==> src/rtl/fetch_unit_pkg.sv <==
// Shared definitions for the instruction fetch unit: state encoding,
// reset/ROM defaults and the opcode length decode.
// Optional bounds checking is selected by the FETCH_BOUNDS_CHECK_EN macro.
package fetch_unit_pkg;

  localparam logic [7:0] DEF_RESET_VEC = 8'h00;
  localparam logic [7:0] DEF_ROM_TOP   = 8'h7F;

  typedef enum logic [2:0] {
    ST_ADDR  = 3'd0,
    ST_OPC   = 3'd1,
    ST_OPRA  = 3'd2,
    ST_OPR   = 3'd3,
`ifdef FETCH_BOUNDS_CHECK_EN
    ST_VALID = 3'd4,
    ST_ERR   = 3'd5
`else
    ST_VALID = 3'd4
`endif
  } fetch_state_t;

  // An opcode carries an operand byte when bit 7 is set or its upper nibble is 2.
  function automatic logic is_two_byte(input logic [7:0] opcode);
    return opcode[7] || (opcode[7:4] == 4'h2);
  endfunction

endpackage

==> src/rtl/fetch_unit_pc_reg.sv <==
// 8-bit program counter with load, increment and asynchronous active-low reset.
// Load wins over increment; increment wraps modulo 256.
module pc_reg #(
  parameter logic [7:0] RESET_VEC = 8'h00
) (
  input  logic       clk,
  input  logic       reset,
  input  logic       load,
  input  logic [7:0] target,
  input  logic       inc,
  output logic [7:0] pc
);

  // PC update: reset vector, redirect target, or next sequential byte.
  always_ff @(posedge clk or negedge reset) begin
    if (!reset) begin
      pc <= RESET_VEC;
    end else if (load) begin
      pc <= target;
    end else if (inc) begin
      pc <= pc + 8'd1;
    end
  end

endmodule

==> src/rtl/fetch_unit.sv <==
// Instruction fetch unit: reads one- or two-byte instructions from a
// synchronous-read memory and hands them to the execute stage via valid/ready.
// Define FETCH_BOUNDS_CHECK_EN to trap fetches above ROM_TOP in an ERR state.
module fetch_unit
  import fetch_unit_pkg::*;
#(
  parameter logic [7:0] RESET_VEC = DEF_RESET_VEC,
  parameter logic [7:0] ROM_TOP   = DEF_ROM_TOP
) (
  input  logic       clk,
  input  logic       reset,
  output logic [7:0] mem_address,
  input  logic [7:0] mem_data,
  output logic       mem_write,
  output logic [7:0] instr_opcode,
  output logic [7:0] instr_operand,
  output logic [7:0] instr_pc,
  output logic       instr_valid,
  input  logic       instr_ready,
  input  logic       pc_load,
  input  logic [7:0] pc_target,
  output logic       fetch_err
);

  fetch_state_t state, state_next;
  logic [7:0]   pc;
  logic         pc_inc;
  logic         cap_pc;
  logic         cap_opc;
  logic         cap_opr;
  logic         clr_opr;
  logic         addr_oob;

  pc_reg #(
    .RESET_VEC(RESET_VEC)
  ) u_pc_reg (
    .clk   (clk),
    .reset (reset),
    .load  (pc_load),
    .target(pc_target),
    .inc   (pc_inc),
    .pc    (pc)
  );

  assign mem_address = pc;
  assign mem_write   = 1'b0;
  assign instr_valid = (state == ST_VALID);

`ifdef FETCH_BOUNDS_CHECK_EN
  assign addr_oob  = (pc > ROM_TOP);
  assign fetch_err = (state == ST_ERR);
`else
  logic unused_rom_top;
  assign unused_rom_top = ^ROM_TOP;
  assign addr_oob       = 1'b0;
  assign fetch_err      = 1'b0;
`endif

  // State register; reset abandons any fetch and restarts at ADDR.
  always_ff @(posedge clk or negedge reset) begin
    if (!reset) begin
      state <= ST_ADDR;
    end else begin
      state <= state_next;
    end
  end

  // Next-state and datapath strobes; a redirect overrides everything else.
  always_comb begin
    state_next = state;
    pc_inc     = 1'b0;
    cap_pc     = 1'b0;
    cap_opc    = 1'b0;
    cap_opr    = 1'b0;
    clr_opr    = 1'b0;
    case (state)
      ST_ADDR: begin
        if (addr_oob) begin
`ifdef FETCH_BOUNDS_CHECK_EN
          state_next = ST_ERR;
`endif
        end else begin
          cap_pc     = 1'b1;
          pc_inc     = 1'b1;
          state_next = ST_OPC;
        end
      end
      ST_OPC: begin
        cap_opc = 1'b1;
        if (is_two_byte(mem_data)) begin
          state_next = ST_OPRA;
        end else begin
          clr_opr    = 1'b1;
          state_next = ST_VALID;
        end
      end
      ST_OPRA: begin
        if (addr_oob) begin
`ifdef FETCH_BOUNDS_CHECK_EN
          state_next = ST_ERR;
`endif
        end else begin
          pc_inc     = 1'b1;
          state_next = ST_OPR;
        end
      end
      ST_OPR: begin
        cap_opr    = 1'b1;
        state_next = ST_VALID;
      end
      ST_VALID: begin
        if (instr_ready) begin
          state_next = ST_ADDR;
        end
      end
`ifdef FETCH_BOUNDS_CHECK_EN
      ST_ERR: begin
        state_next = ST_ERR;
      end
`endif
      default: begin
        state_next = ST_ADDR;
      end
    endcase
    if (pc_load) begin
      state_next = ST_ADDR;
      pc_inc     = 1'b0;
      cap_pc     = 1'b0;
      cap_opc    = 1'b0;
      cap_opr    = 1'b0;
      clr_opr    = 1'b0;
    end
  end

  // Instruction capture registers; they only change outside VALID, so the
  // presented instruction stays stable while the execute stage stalls.
  always_ff @(posedge clk or negedge reset) begin
    if (!reset) begin
      instr_pc      <= 8'h00;
      instr_opcode  <= 8'h00;
      instr_operand <= 8'h00;
    end else begin
      if (cap_pc) begin
        instr_pc <= pc;
      end
      if (cap_opc) begin
        instr_opcode <= mem_data;
      end
      if (cap_opr) begin
        instr_operand <= mem_data;
      end else if (clr_opr) begin
        instr_operand <= 8'h00;
      end
    end
  end

endmodule

==> config.mk <==
export PLATFORM = sky130hd
export DESIGN_NAME = fetch_unit
export DESIGN_NICKNAME = d
export VERILOG_FILES = /design/src/rtl/fetch_unit_pkg.sv /design/src/rtl/fetch_unit_pc_reg.sv /design/src/rtl/fetch_unit.sv
export SDC_FILE = /design/constraint.sdc
export NUM_CORES = 1
export LEC_CHECK = 0
export ABC_AREA = 0
export BUFFER_PORTS_ARGS = -buffer_cell sky130_fd_sc_hd__buf_2
export CAP_MARGIN = 20
export CELL_PAD_IN_SITES_DETAIL_PLACEMENT = 1
export CELL_PAD_IN_SITES_GLOBAL_PLACEMENT = 2
export CORE_ASPECT_RATIO = 0.9
export CORE_MARGIN = 2
export CORE_UTILIZATION = 30
export DETAILED_ROUTE_END_ITERATION = 8
export PLACE_DENSITY = 0.81
export SLEW_MARGIN = 30
export SYNTH_ARGS = -nofsm -noshare
export SYNTH_HDL_FRONTEND = slang
export SYNTH_SLANG_ARGS = --single-unit
==> constraint.sdc <==
create_clock -name clk -period 2.1 [get_ports clk]
set_input_delay 0.21 -clock clk [delete_from_list [all_inputs] [get_ports clk]]
set_output_delay 0.21 -clock clk [all_outputs]
set_load 0.05 [all_outputs]
==> impl_metrics.env <==
export IMPL_crit_required_ns=2.30
export IMPL_cts_inserted_buffers=5
export IMPL_p_per_area_nw_per_um2=1170
export IMPL_timing_fmax_mhz=581
export IMPL_seq_area_frac_synth_pct=54.9
export IMPL_fin_skew_ns=0.00634
export IMPL_rsz0062_at_grt="no"
export IMPL_start_kind="flip-flop"
export IMPL_dieHeight_um=73.2
export IMPL_hold_viol=0
export IMPL_ys_flop_type="dfrtp_1"
export IMPL_postCtsSetupRepairBufs=0
export IMPL_relSlewSlack_pct=47.7
export IMPL_cts_sinks=35
export IMPL_core_um2=5190
export IMPL_port_buffers=52
export IMPL_yosysWarnings=0
export IMPL_cp_end_kind="flip-flop"
export IMPL_final_cells=261
export IMPL_place_congestion=0.707
export IMPL_grtUsageTotal_pct=13.9
export IMPL_ys_async_sr_fraction_pct=100
export IMPL_cap_violations=0
export IMPL_start_util_pct=30.7
export IMPL_grt_max_degree=36
export IMPL_post_route_min_period_ns=1.72
export IMPL_period_share_pct=81.9
export IMPL_finalSetupViolations=0
export IMPL_critPathKind="reg2reg"
export IMPL_avgSynthCellArea_um2=11.7
export IMPL_die_w_um=80.9
export IMPL_final_max_slew_viol_count=0
export IMPL_ir_drop_mv=0.312
export IMPL_dr_pass1_iters=4
export IMPL_cts_resized_gates=0
export IMPL_final_core_util_pct=38.6
export IMPL_remaining_drc_errors=0
export IMPL_fp_dieArea_um2=5920
export IMPL_ios=55
export IMPL_grt_ovfl_total=0
export IMPL_grt_pass1_wl_mm=6.28
export IMPL_cts_hold_fix_buffers=0
export IMPL_syn_instance_count=137
export IMPL_cts_tree="built"
export IMPL_avgViaCountPerCell=4.79
export IMPL_final_cell_area_um2=2000
export IMPL_p_leak_nw=0.950
export IMPL_grt_pass1_vias=1253
export IMPL_num_vias=1250
export IMPL_path_clk_slew_ns=0.07
export IMPL_routedWlPerCell_um=14.5
export IMPL_wirelength_mm=3.78
export IMPL_synth_edf_count=0
export IMPL_cts_max_level=2
export IMPL_num_nets_final=214
export IMPL_syn_cell_area_um2=1600
export IMPL_rows=25
export IMPL_antenna_found_initial=0
export IMPL_synth_distinct_cells=33
export IMPL_drive_gt1_share_pct=34.5
export IMPL_dp_cells=253
export IMPL_clock_latency_ns=0.28
export IMPL_initialDrtViolationCount=57
export IMPL_finalSetupTns_ns=0
export IMPL_worstMarginPinSlew_ns=0.785
export IMPL_rrSetupSlack_ns=0.38
export IMPL_worstPathMaxFanout=10
export IMPL_postPlaceCellArea_um2=1920
export IMPL_n_antenna_cell=0
export IMPL_crit_arrival_ns=1.92
export IMPL_synth_seq_cells=35
export IMPL_clockBufferDepth=2
export IMPL_hold_path_class="in2async"
export IMPL_cts_root_buf="clkbuf_8"
export IMPL_status="finished, final reports clean"
export IMPL_antenna_left=0
export IMPL_syn_to_final_growth_pct=25.5
per-layer routing:
| metal | global-route usage, % | up-vias | share of wire [%] |
|---|---|---|---|
| met4 | 5.08 | 0 | 1.6 |
| met1 | 19.5 | 613 | 48 |
| met3 | 3.22 | 5 | 4.2 |
| li1 | - | 604 | - |
| met5 | 0 | - | 0 |
| met2 | 20.9 | 28 | 46 |
critical path, cell delays in order, from the launching register on:
cell	delay [ns]
dfrtp_1	0.49
or3b_4	0.47
or4_1	0.51
a31oi_1	0.18
synth_stat cells, types with 3 or more instances:
| cell type | count | area [µm²] |
|---|---|---|
| a22oi_1 | 8 | 60.1 |
| inv_1 | 10 | 37.5 |
| nor3b_1 | 4 | 30.0 |
| dfrtp_1 | 35 | 876 |
| nand3_1 | 4 | 20.0 |
| nand2_1 | 9 | 33.8 |
| or4_1 | 5 | 37.5 |
| o21ai_1 | 9 | 45.0 |
| buf_4 | 3 | 22.5 |
| o21ai_0 | 3 | 15.0 |
| o211ai_1 | 3 | 22.5 |
| mux2_1 | 14 | 158 |
| nor2_1 | 4 | 15.0 |
cell type report:
cell class	count	area [µm²]
Fill cell	614	3190
Sequential cell	35	876
Multi-Input combinational cell	85	636
Timing Repair Buffer	56	290
Tap cell	67	83.8
Clock buffer	7	76.3
Inverter	10	37.5
Clock inverter	1	5.00
metrics by stage:
| stage | total power [mW] | hold WS, ns | setup WS, ns |
|---|---|---|---|
| 2_1_floorplan | 1.65 | -0.0856 | 0.0728 |
| 5_1_grt | 2.48 | 0.0567 | 0.294 |
| 4_1_cts | 2.38 | 0.0347 | 0.371 |
| 3_5_place_dp | 1.91 | 0.340 | 0.390 |
| 6_report | 2.34 | 0.0130 | 0.379 |
| 3_3_place_gp | 1.89 | 0.350 | 0.429 |
cells in the final DEF, fill, tap and decap left out, types with 3 or more instances in the layout:
master / instances
a22oi_1: 8
buf_2: 52
buf_4: 4
clkbuf_8: 5
dfrtp_1: 35
inv_1: 10
mux2_1: 14
nand2_1: 9
nand3_1: 4
nor2_1: 4
nor3b_1: 4
o211ai_1: 3
o21ai_0: 3
o21ai_1: 9
or4_1: 5
final timing paths:
path                                              start                         end  cells after the start
max in group asynchronous                         reset  u_pc_reg.pc[6]$_DFFE_PN0P_                      1
worst min-delay path                              reset     instr_pc[7]$_DFFE_PN0P_                      1
min in group clk                           pc_target[6]  u_pc_reg.pc[6]$_DFFE_PN0P_                      3
worst max-delay path               state[0]$_DFFE_PN0P_  u_pc_reg.pc[5]$_DFFE_PN0P_                      3
worst min register to register  instr_pc[3]$_DFFE_PN0P_     instr_pc[3]$_DFFE_PN0P_                      1
worst max register to register     state[0]$_DFFE_PN0P_  u_pc_reg.pc[5]$_DFFE_PN0P_                      3
where the power goes:
| part | switching, mW | internal, mW |
|---|---|---|
| Combinational | 0.710 | 0.244 |
| Clock | 0.223 | 0.232 |
| Sequential | 0.110 | 0.820 |
| Total | 1.04 | 1.30 |
cell families after synthesis:
kind of cell | Yosys count | synth area share [%]
and+or+nand+nor | 34 | 13.9
adders and majority gates | 1 | 0.784
xor gates and xnor gates | 2 | 1.10
muxes | 17 | 11.9
AOI/OAI and AO/OA | 29 | 11.7
DFF | 35 | 54.9
other | 1 | 0.235
buffers and inverters | 18 | 5.56
Note: power is estimated with default switching activity, not from simulation.
